**config.mk**
```make
export PLATFORM = sky130hd
export DESIGN_NAME = demux_1_16_tdm
export DESIGN_NICKNAME = d
export VERILOG_FILES = /design/src/rtl/demux_1_16_tdm.sv
export SDC_FILE = /design/constraint.sdc
export NUM_CORES = 1
export LEC_CHECK = 0
export ABC_AREA = 1
export CORE_ASPECT_RATIO = 1.2
export CORE_MARGIN = 2
export CORE_UTILIZATION = 50
export CTS_CLUSTER_SIZE = 10
export DETAILED_ROUTE_END_ITERATION = 8
export PLACE_DENSITY = 0.75
export SLEW_MARGIN = 20
export SYNTH_ARGS = -nofsm -noshare
export SYNTH_HDL_FRONTEND = slang
export SYNTH_SLANG_ARGS = --single-unit
```
**constraint.sdc**
```tcl
create_clock -name clk -period 1.87 [get_ports clk]
set_input_delay 0.4675 -clock clk [delete_from_list [all_inputs] [get_ports clk]]
set_output_delay 0.4675 -clock clk [all_outputs]
set_load 0.005 [all_outputs]
```
**src/rtl/demux_1_16_tdm.sv**
```systemverilog
// demux_1_16_tdm: serial-to-parallel TDM demultiplexer, the receiving end of a
// WIDTH:1 mux-based serialiser.
//
// After frame_start, each valid serial bit is written into slot S of a shadow
// register, with S counting 0..WIDTH-1. Slot k lands in Y[k]. When the last
// slot is filled, the word is published on Y with a one-cycle Y_valid pulse.
//
// Optional feature, enabled by defining the macro DEMUX_PARITY_EN:
//   after slot WIDTH-1 the next valid beat is an even-parity bit over the word.
//   Y/Y_valid update on that beat, and parity_err pulses alongside Y_valid when
//   the parity does not match. Without the macro parity_err is constant 0.
//
// Ports:
//   clk         rising-edge clock
//   rst_n       synchronous active-low reset; discards any partial word
//   frame_start begins a frame; the same-cycle din/din_valid is the slot-0 beat
//   din         serial data bit
//   din_valid   din is sampled this cycle
//   S           slot index the next valid beat will be written to
//   Y           last completed word, held until the next completion
//   Y_valid     one-cycle pulse when Y updates
//   busy        high while a frame is being collected
//   frame_err   one-cycle pulse when a frame in progress is aborted
//   parity_err  one-cycle parity failure pulse (parity build only)
module demux_1_16_tdm #(
  parameter int unsigned WIDTH      = 16,
  parameter int unsigned SEL_W      = 4,
  parameter bit          CONTINUOUS = 1'b0
) (
  input  logic             clk,
  input  logic             rst_n,
  input  logic             frame_start,
  input  logic             din,
  input  logic             din_valid,
  output logic [SEL_W-1:0] S,
  output logic [WIDTH-1:0] Y,
  output logic             Y_valid,
  output logic             busy,
  output logic             frame_err,
  output logic             parity_err
);

  typedef enum logic [1:0] {StIdle, StCollect, StParity} state_e;

  localparam logic [SEL_W-1:0] LastSlot = SEL_W'(WIDTH - 1);

  state_e             state_q, state_d;
  logic [SEL_W-1:0]   sel_q, sel_d;
  logic [WIDTH-1:0]   shadow_q, shadow_d;
  logic [WIDTH-1:0]   y_q, y_d;
  logic               y_valid_q, y_valid_d;
  logic               frame_err_q, frame_err_d;
  logic               parity_err_q, parity_err_d;

  logic               done;
  logic [WIDTH-1:0]   done_word;

  always_comb begin
    state_d      = state_q;
    sel_d        = sel_q;
    shadow_d     = shadow_q;
    y_d          = y_q;
    y_valid_d    = 1'b0;
    frame_err_d  = 1'b0;
    parity_err_d = 1'b0;
    done         = 1'b0;
    done_word    = {din, shadow_q[WIDTH-2:0]};

    case (state_q)
      StIdle: begin
        // Valid beats without frame_start are ignored here.
        if (frame_start) begin
          shadow_d    = '0;
          shadow_d[0] = din & din_valid;
          sel_d       = din_valid ? SEL_W'(1) : '0;
          state_d     = StCollect;
        end
      end

      StCollect, StParity: begin
        if (frame_start) begin
          // Restart; only a frame that already holds data counts as aborted.
          // In the parity state S reads WIDTH-1, so it always flags.
          frame_err_d = (sel_q != '0);
          shadow_d    = '0;
          shadow_d[0] = din & din_valid;
          sel_d       = din_valid ? SEL_W'(1) : '0;
          state_d     = StCollect;
        end else if (din_valid) begin
`ifdef DEMUX_PARITY_EN
          if (state_q == StParity) begin
            done         = 1'b1;
            done_word    = shadow_q;
            parity_err_d = (^shadow_q) ^ din;
          end else if (sel_q == LastSlot) begin
            // Hold S at WIDTH-1 while waiting for the parity beat.
            shadow_d[WIDTH-1] = din;
            state_d           = StParity;
          end else begin
            shadow_d[sel_q] = din;
            sel_d           = sel_q + SEL_W'(1);
          end
`else
          if (sel_q == LastSlot) begin
            done = 1'b1;
          end else begin
            shadow_d[sel_q] = din;
            sel_d           = sel_q + SEL_W'(1);
          end
`endif
        end
      end

      default: begin
        state_d = StIdle;
        sel_d   = '0;
      end
    endcase

    if (done) begin
      y_d       = done_word;
      y_valid_d = 1'b1;
      sel_d     = '0;
      state_d   = CONTINUOUS ? StCollect : StIdle;
    end
  end

  always_ff @(posedge clk) begin
    if (!rst_n) begin
      state_q      <= StIdle;
      sel_q        <= '0;
      shadow_q     <= '0;
      y_q          <= '0;
      y_valid_q    <= 1'b0;
      frame_err_q  <= 1'b0;
      parity_err_q <= 1'b0;
    end else begin
      state_q      <= state_d;
      sel_q        <= sel_d;
      shadow_q     <= shadow_d;
      y_q          <= y_d;
      y_valid_q    <= y_valid_d;
      frame_err_q  <= frame_err_d;
      parity_err_q <= parity_err_d;
    end
  end

  assign S          = sel_q;
  assign Y          = y_q;
  assign Y_valid    = y_valid_q;
  assign busy       = (state_q != StIdle);
  assign frame_err  = frame_err_q;
  assign parity_err = parity_err_q;

endmodule

```
* After elaboration in Yosys (flattened, before gate mapping) *
Cells that the tools add are included.

storage, ports and cells
  bits in latches = 0
  ROM bits = 0
  memories = 0
  output and inout bits = 24
  logic and storage cells = 45
  bits of input ports = 5
  flip-flop bits (word level) = 39
  bits in writable memories = 0

cells by class
  eq/ne operators = 4
  add/subtract/negate cells = 1
  bitwise operators = 3
  reductions and logical operators = 10
  shift operators = 0
  order comparisons = 2
  muxes and demuxes = 19
  $mul = 0
  div/mod/pow operators = 0

operators with widths
  operator             number
  $mux 16              4
  $pmux 16 s2          1
  $bwmux 16            1
  $mux 4               4
  $pmux 4 s2           1
  $mux 1               7
  $ne 3x3->1 const B   2
  $reduce_and 3->1     2
  $lt 4x5->1 const B   1
  $add 4x1->4 const B  1
  $demux 1 s4          1
  $eq 4x4->1 const B   1
  $ge 4x1->1 const B   1
  $reduce_and 4->1     1
  $reduce_bool 4->1    1
  $reduce_or 2->1      2
  $reduce_or 3->1      1
  $logic_not 2->1      1
  $ne 2x2->1 const B   1
  $not 1->1            2
  $reduce_bool 2->1    1
  $and 1x1->1          1
  $logic_and 1x1->1    1

* Logic depth before layout (Yosys ltp) *
Gate-level depths: netlist of the first run.

  depth in word-level cells = 9
  mapped depth = 8
  gate-level depth less buffers = 8

* Least setup slack after synthesis of the first run *
OpenSTA, ideal clock, no wires.

  path kind = register -> register
  start = register sel_q[0], in the netlist S[0]
  end = register sel_q[3], in the netlist S[3]
  required time = 1.755 ns
  path buffers = 1
  arrival time = 1.236 ns
  clock period less this slack = 1.351 ns
  cell stages (with the launch flop) = 8
  slack = 0.519 ns
  setup time = 0.115 ns
  cells stage by stage = dfxtp_1 -> ha_1 -> nand3_2 -> nand2_2 -> nand2_4 -> buf_6 -> a21oi_1 -> nor2_1

on the way
  word-level cells in the longest chain between the ends = 6
  elaborated cells on any way between the ends = 13
  those cells by class = 1 x add/sub; 2 x eq/ne; 8 x mux; 2 x reduce/logical

RTL lines
  what                                                 line  text
  start, declared                                      48    logic [SEL_W-1:0] sel_q, sel_d;
  start signal, assigned                               139   sel_q <= sel_d;
  branches (longest 6 deep; another with $add 4x1->4)  n/a

Several ways; the timed one is not identified. The select of a mux whose other input is x is not followed.
A chain may end at the register's enable or synchronous reset.

* Final worst setup path of the first run *
  start = register sel_q[1], in the netlist S[1]
  end = output port S[1]

RTL lines
  what           line  text
  end, declared  35    output logic [SEL_W-1:0] S,

No word-level cell between the ends.

==> qor.yml, run 1 <==
timing:
  fin_crit_sh_pct: 92.5
  tns_ns: 0
  rsz0062_at_grt: "false"
  min_period_ns: 1.73
  fin_ws_ns: 0.140
  hold_violations: 0
  finClkSkew_ns: 0.00880
  finalSetupViolCount: 0
  fin_hold_ws_ns: 0.450
  maxSlewViolCount: 0
  max_freq_mhz: 578
clock_tree:
  cts.path.max_buffers: 2
  cts_tree: "built"
  cts_setup_buffers: 0
  clk_latency_ns: 0.29
  post_cts_resized: 1
  clk_pin_slew_ns: 0.08
  root_buffer: "clkbuf_8"
  cts-buffers-inserted: 5
  cts_hold_repair.buffers: 0
  htree_levels: 2
  clock-sinks: 38
detailed_routing:
  drc_errors: 2
  vias: 1594
  post_drt_wl_per_cell_um: 11.6
  drtIter0Drc: 81
  viasPerCell: 4.98
  antenna_left: 0
  dr.pass1.iters: 6
  wl_um: 3730
placed_design:
  dp_slack_ns: -0.0138
  io_buffer_count: 27
  dp_hpwl_um: 2600
  place_area_um2: 2110
  gp_congestion: 0.830
  placedCellCount: 312
global_routing:
  antenna_found_initial: 0
  grt_start_max_net_pins: 37
  grt_pass1_wl_um: 6390
  grt_pass1_vias: 1465
  track_usage_pct: 19.9
  grt_overflow: 0
yosys:
  synth_ff_type: "dfxtp_1"
  synth_most_common_cell: "nand2_1"
  synth.distinct_cells: 24
  seq_area_frac_synth_pct: 42.0
  syn_nets: 263
  synth_cells: 254
  netlist_area_um2: 1810
  synth_common_cells: "nand2_1, nand3_1, dfxtp_1, inv_1, a21oi_1"
  synth_top_cell_by_area: "dfxtp_1"
  synth_edf_count: 0
  synthArstFlopShare_pct: 0
  syn_area_per_cell_um2: 7.14
  synth_seq_cells: 38
  synth_warnings: 0
  synthTopCellsByArea: "dfxtp_1, nand2_1, nand3_1, a21oi_1, inv_1"
  synth_top_cell_area_share_pct: 42.0
setup_path:
  crit_fanout: 5
  crit_path_max_incr_delay_ns: 0.54
  crit_slowest_cell: "clkdlybuf4s50_1"
  end_kind: "output pin"
  startpoint_type: "flip-flop"
  cp.depth: 1
  worstPathCellList: "clkdlybuf4s50_1"
  crit_buf_inv: 1
  worstPathArrival_ns: 1.26
  crit_family: "buffers and inverters"
  reg2reg_depth: 7
  crit_type: "reg2out"
  worst-endpoint-required_ns: 1.40
finish:
  n_antenna_cell: 0
  drive_above_1_share_pct: 9.54
  final_area_um2: 2220
  final_cells: 320
  nFillCells: 317
  utilization_pct: 65.3
  fin_nets: 291
  multi_input_area_um2: 855
  area_growth_pct: 22.2
  seqCellArea_um2: 762
floorplanning:
  pin_count: 29
  die_width_um: 59.0
  die_area_um2: 4130
  core-area_um2: 3400
  die_h_um: 70.0
  initial_core_util_pct: 53.4
  num_rows: 23
outcome:
  violations: "DRC"
  status: "finished, violations left"
power:
  p_per_area_nw_per_um2: 732
  p_leak_nw: 1.04
  total_power_mw: 1.62
  ir_drop_mv: 0.437
min_path:
  holdPathStages: 2
  hold_path.class: "reg2reg"
run:
  maxCapViolations: 0
==> tightest hold or removal path, stage by stage, from the launching register on <==
cell	delay, ns
dfxtp_1	0.31
nand2_1	0.06
nand2_1	0.04
==> power breakdown <==
group	internal [mW]	switching (mW)
combinational	0.0476	0.0793
clock	0.399	0.274
sequential	0.815	0.00673
total	1.26	0.360
==> state kept, by name, summed over array words and instances (netlist names) <==
signal / count
Y: 16
shadow_q: 15
S: 4
Y_valid: 1
frame_err: 1
state_q: 1
==> layout make-up <==
class,instances,share of cell area (%)
sequential,38,34.4
timing repair buffer,34,15.7
clock inverter,1,1.36
multi-input combinational,177,38.6
tap,37,2.09
clock buffer,7,3.44
inverter,26,4.46
==> cell families (layout without fill, tap and decap cells) <==
kind of cell,after synthesis,count (layout),synth area share (%)
buffers and inverters,39,68,10.9
adder cells (fa/ha/maj),4,4,2.76
AND/OR/NAND/NOR,147,147,37.3
flip-flops,38,38,42.0
AO/OA/AOI/OAI,25,25,6.90
other,1,1,0.207
==> final timing paths <==
check | endpoint | slack (ns) | start
worst max-delay path | S[1] | 0.14 | S[1]
worst min-delay path | Y[6] | 0.45 | shadow_q[6]
worst max register to register | shadow_q[5] | 0.36 | S[1]
worst min register to register | Y[6] | 0.45 | shadow_q[6]
==> per-layer routing <==
layer	GRT usage, %	part of all wire [%]	wire, um
met1	24.5	44	1640
met5	0	0	0
met3	6.67	6.9	258
met2	31.5	47	1760
met4	7.58	1.7	65
==> cells in the final DEF, fill, tap and decap left out, drive strengths merged <==
master | Yosys | final
clkdlybuf4s50 | 0 | 27
clkbuf | 2 | 7
conb | 1 | 1
inv | 25 | 25
nor2 | 10 | 10
bufinv | 0 | 1
ha | 4 | 4
nand4 | 1 | 1
dfxtp | 38 | 38
nand2 | 90 | 90
nand3 | 45 | 45
buf | 11 | 7
o21ai | 5 | 5
a21oi | 20 | 20
clkinv | 1 | 1
nor3 | 1 | 1
Power figures use the tool's default switching activity.
==> inputs of run 2 (changes only) <==
- CAP_MARGIN: not set -> 20
- clock period: 1.87 -> 2 ns (I/O delays scaled with it)
==> run 2 against run 1 <==
Effect of this change: the flow still finishes with violations (DRC); global-route usage down 1.2 points; worst setup slack lost 0.038 ns; wire length is 4.3% lower; register-to-register slack improved by 0.15 ns; non-clock buffer count fell by 2; count of clock-buffer cells in the layout is the same; die area stayed put; total power fell by 12%; critical path type unchanged; highest routed layer unchanged.
==> qor.yml, run 2 (synthesis results as in run 1) <==
power:
  power_frac_seq_pct: 53.8  # +3.1 points
  p_per_area_nw_per_um2: 661  # -9.7%
  internal_power_mw: 1.08  # -14%
  p_comb_share_pct: 7.9  # about the same
  clkPwrFrac_pct: 38.3  # -3.2 points
  ir_drop_mv: 0.334  # -24%
  switchingPower_uw: 348  # -3.4%
  swShare_pct: 24.4  # +2.2 points
  p_leak_nw: 1.02  # -2.1%
setup_path:
  worst-endpoint-required_ns: 1.50  # +0.10 ns
  crit_family: "buffers and inverters"
  worstPathCellList: "clkdlybuf4s50_1"
  crit_slowest_cell: "clkdlybuf4s50_1"
  crit_type: "reg2out"
  end_kind: "output pin"
  crit_path_max_incr_delay_ns: 0.57  # +0.03 ns
  worstPathArrival_ns: 1.40  # +0.14 ns
  crit_fanout: 10  # +5
  startpoint_type: "flip-flop"
  crit_buf_inv: 1  # unchanged
timing:
  fin_crit_sh_pct: 94.9
  max_freq_mhz: 527
  min_period_ns: 1.90
  hold_violations: 0  # unchanged
  finalSetupViolCount: 0  # unchanged
  rsz0062_at_grt: "false"
  maxSlewViolCount: 0  # unchanged
  finClkSkew_ns: 0.00369  # -0.00511 ns
  tns_ns: 0  # unchanged
floorplanning:
  num_rows: 23  # unchanged
  die_h_um: 70.0  # unchanged
  die_width_um: 59.0  # unchanged
  core-area_um2: 3400  # unchanged
  die_area_um2: 4130  # unchanged
  pin_count: 29  # unchanged
  initial_core_util_pct: 53.4  # unchanged
run:
  maxCapViolations: 0  # unchanged
clock_tree:
  root_buffer: "clkbuf_8"
  htree_levels: 2  # unchanged
  cts-buffers-inserted: 5  # unchanged
  clk_pin_slew_ns: 0.07  # about the same
  clk_latency_ns: 0.29  # about the same
  clock-sinks: 38  # unchanged
  cts_setup_buffers: 0  # unchanged
  post_cts_resized: 0  # -1
  cts_hold_repair.buffers: 0  # unchanged
  cts_tree: "built"
  cts.path.max_buffers: 2  # unchanged
global_routing:
  grt_pass1_vias: 1373  # -6.3%
  track_usage_pct: 18.7  # -1.2 points
  grt_start_max_net_pins: 37  # unchanged
  grt_overflow: 0  # unchanged
  antenna_found_initial: 0  # unchanged
  grt_pass1_wl_um: 6010  # -5.9%
detailed_routing:
  drtIter0Drc: 40  # -51%
  viasPerCell: 5.00  # +0.31%
  dr.pass1.iters: 6  # unchanged
  antenna_left: 0  # unchanged
  post_drt_wl_per_cell_um: 11.2  # -3.7%
  vias: 1589  # -0.31%
  wl_um: 3570  # -4.3%
  drc_errors: 2  # unchanged
finish:
  largest_register_ffs: 16  # unchanged
  drive_above_1_share_pct: 8.90  # -0.64 points
  area_growth_pct: 19.1
  final_common_cell: "nand2_1"
  fin_nets: 289  # -0.69%
  final_cell_mix: "nand2_1, nand3_1, dfxtp_1"
  final_area_um2: 2160  # -2.5%
  n_antenna_cell: 0  # unchanged
placed_design:
  place_area_um2: 2070  # -1.9%
  io_buffer_count: 27  # unchanged
  dp_hpwl_um: 2500  # -3.8%
  gp_congestion: 0.842  # +1.4%
outcome:
  status: "finished, violations left"
  violations: "DRC"
min_path:
  hold_path.class: "reg2reg"
==> run 2: cell types whose count changed in the layout (fill, tap and decap cells not counted), sizes merged <==
cell	change
clkinv	+1
bufinv	-1
buf	-2
==> run 2: cell type report <==
class                   count  area, um2
inverters                  26       98.8
repair buffers             32        308
clock buffers               7       86.3
clock inverters             1       5.00
well taps                  37       46.3
multi-input cells         177        855
flip-flops and latches     38        761
fillers                   327       1240
==> run 2: worst paths after layout <==
path,start,end,slack [ns],depth (start not counted)
setup / recovery,S[2],S[2],0.10,1
hold / removal,shadow_q[9],Y[9],0.45,2
setup reg to reg,S[1],shadow_q[13],0.51,7
hold reg to reg,shadow_q[9],Y[9],0.45,2
==> run 2: power groups by stage <==
stage	Sequential, mW	Combinational [mW]	Clock, mW
finish	0.768	0.113	0.547
global route	0.768	0.126	0.583
CTS	0.768	0.114	0.551
detailed placement	0.785	0.113	0
global placement	0.785	0.111	0
floorplan	0.784	0.0863	0
==> run 2: stage by stage <==
stage	hold WS (ns)	power [mW]	setup WS (ns)	instances	utilization, %
floorplan	0.419	0.871	0.649	254	-
global route	0.469	1.48	0.0393	318	63.6
detailed placement	0.432	0.898	0.0839	310	60.9
finish	0.451	1.43	0.102	318	63.6
global placement	0.434	0.897	0.0975	310	60.9
CTS	0.454	1.43	0.0949	318	63.6
==> run 2: layer usage <==
layer  routed length [um]  GRT usage, %  vias up
li1                     -             -      852
met1                 1690          23.1      701
met2                 1650          29.9       30
met3                  167          5.00        6
met4                   68          8.08        0
met5                    0             0        -
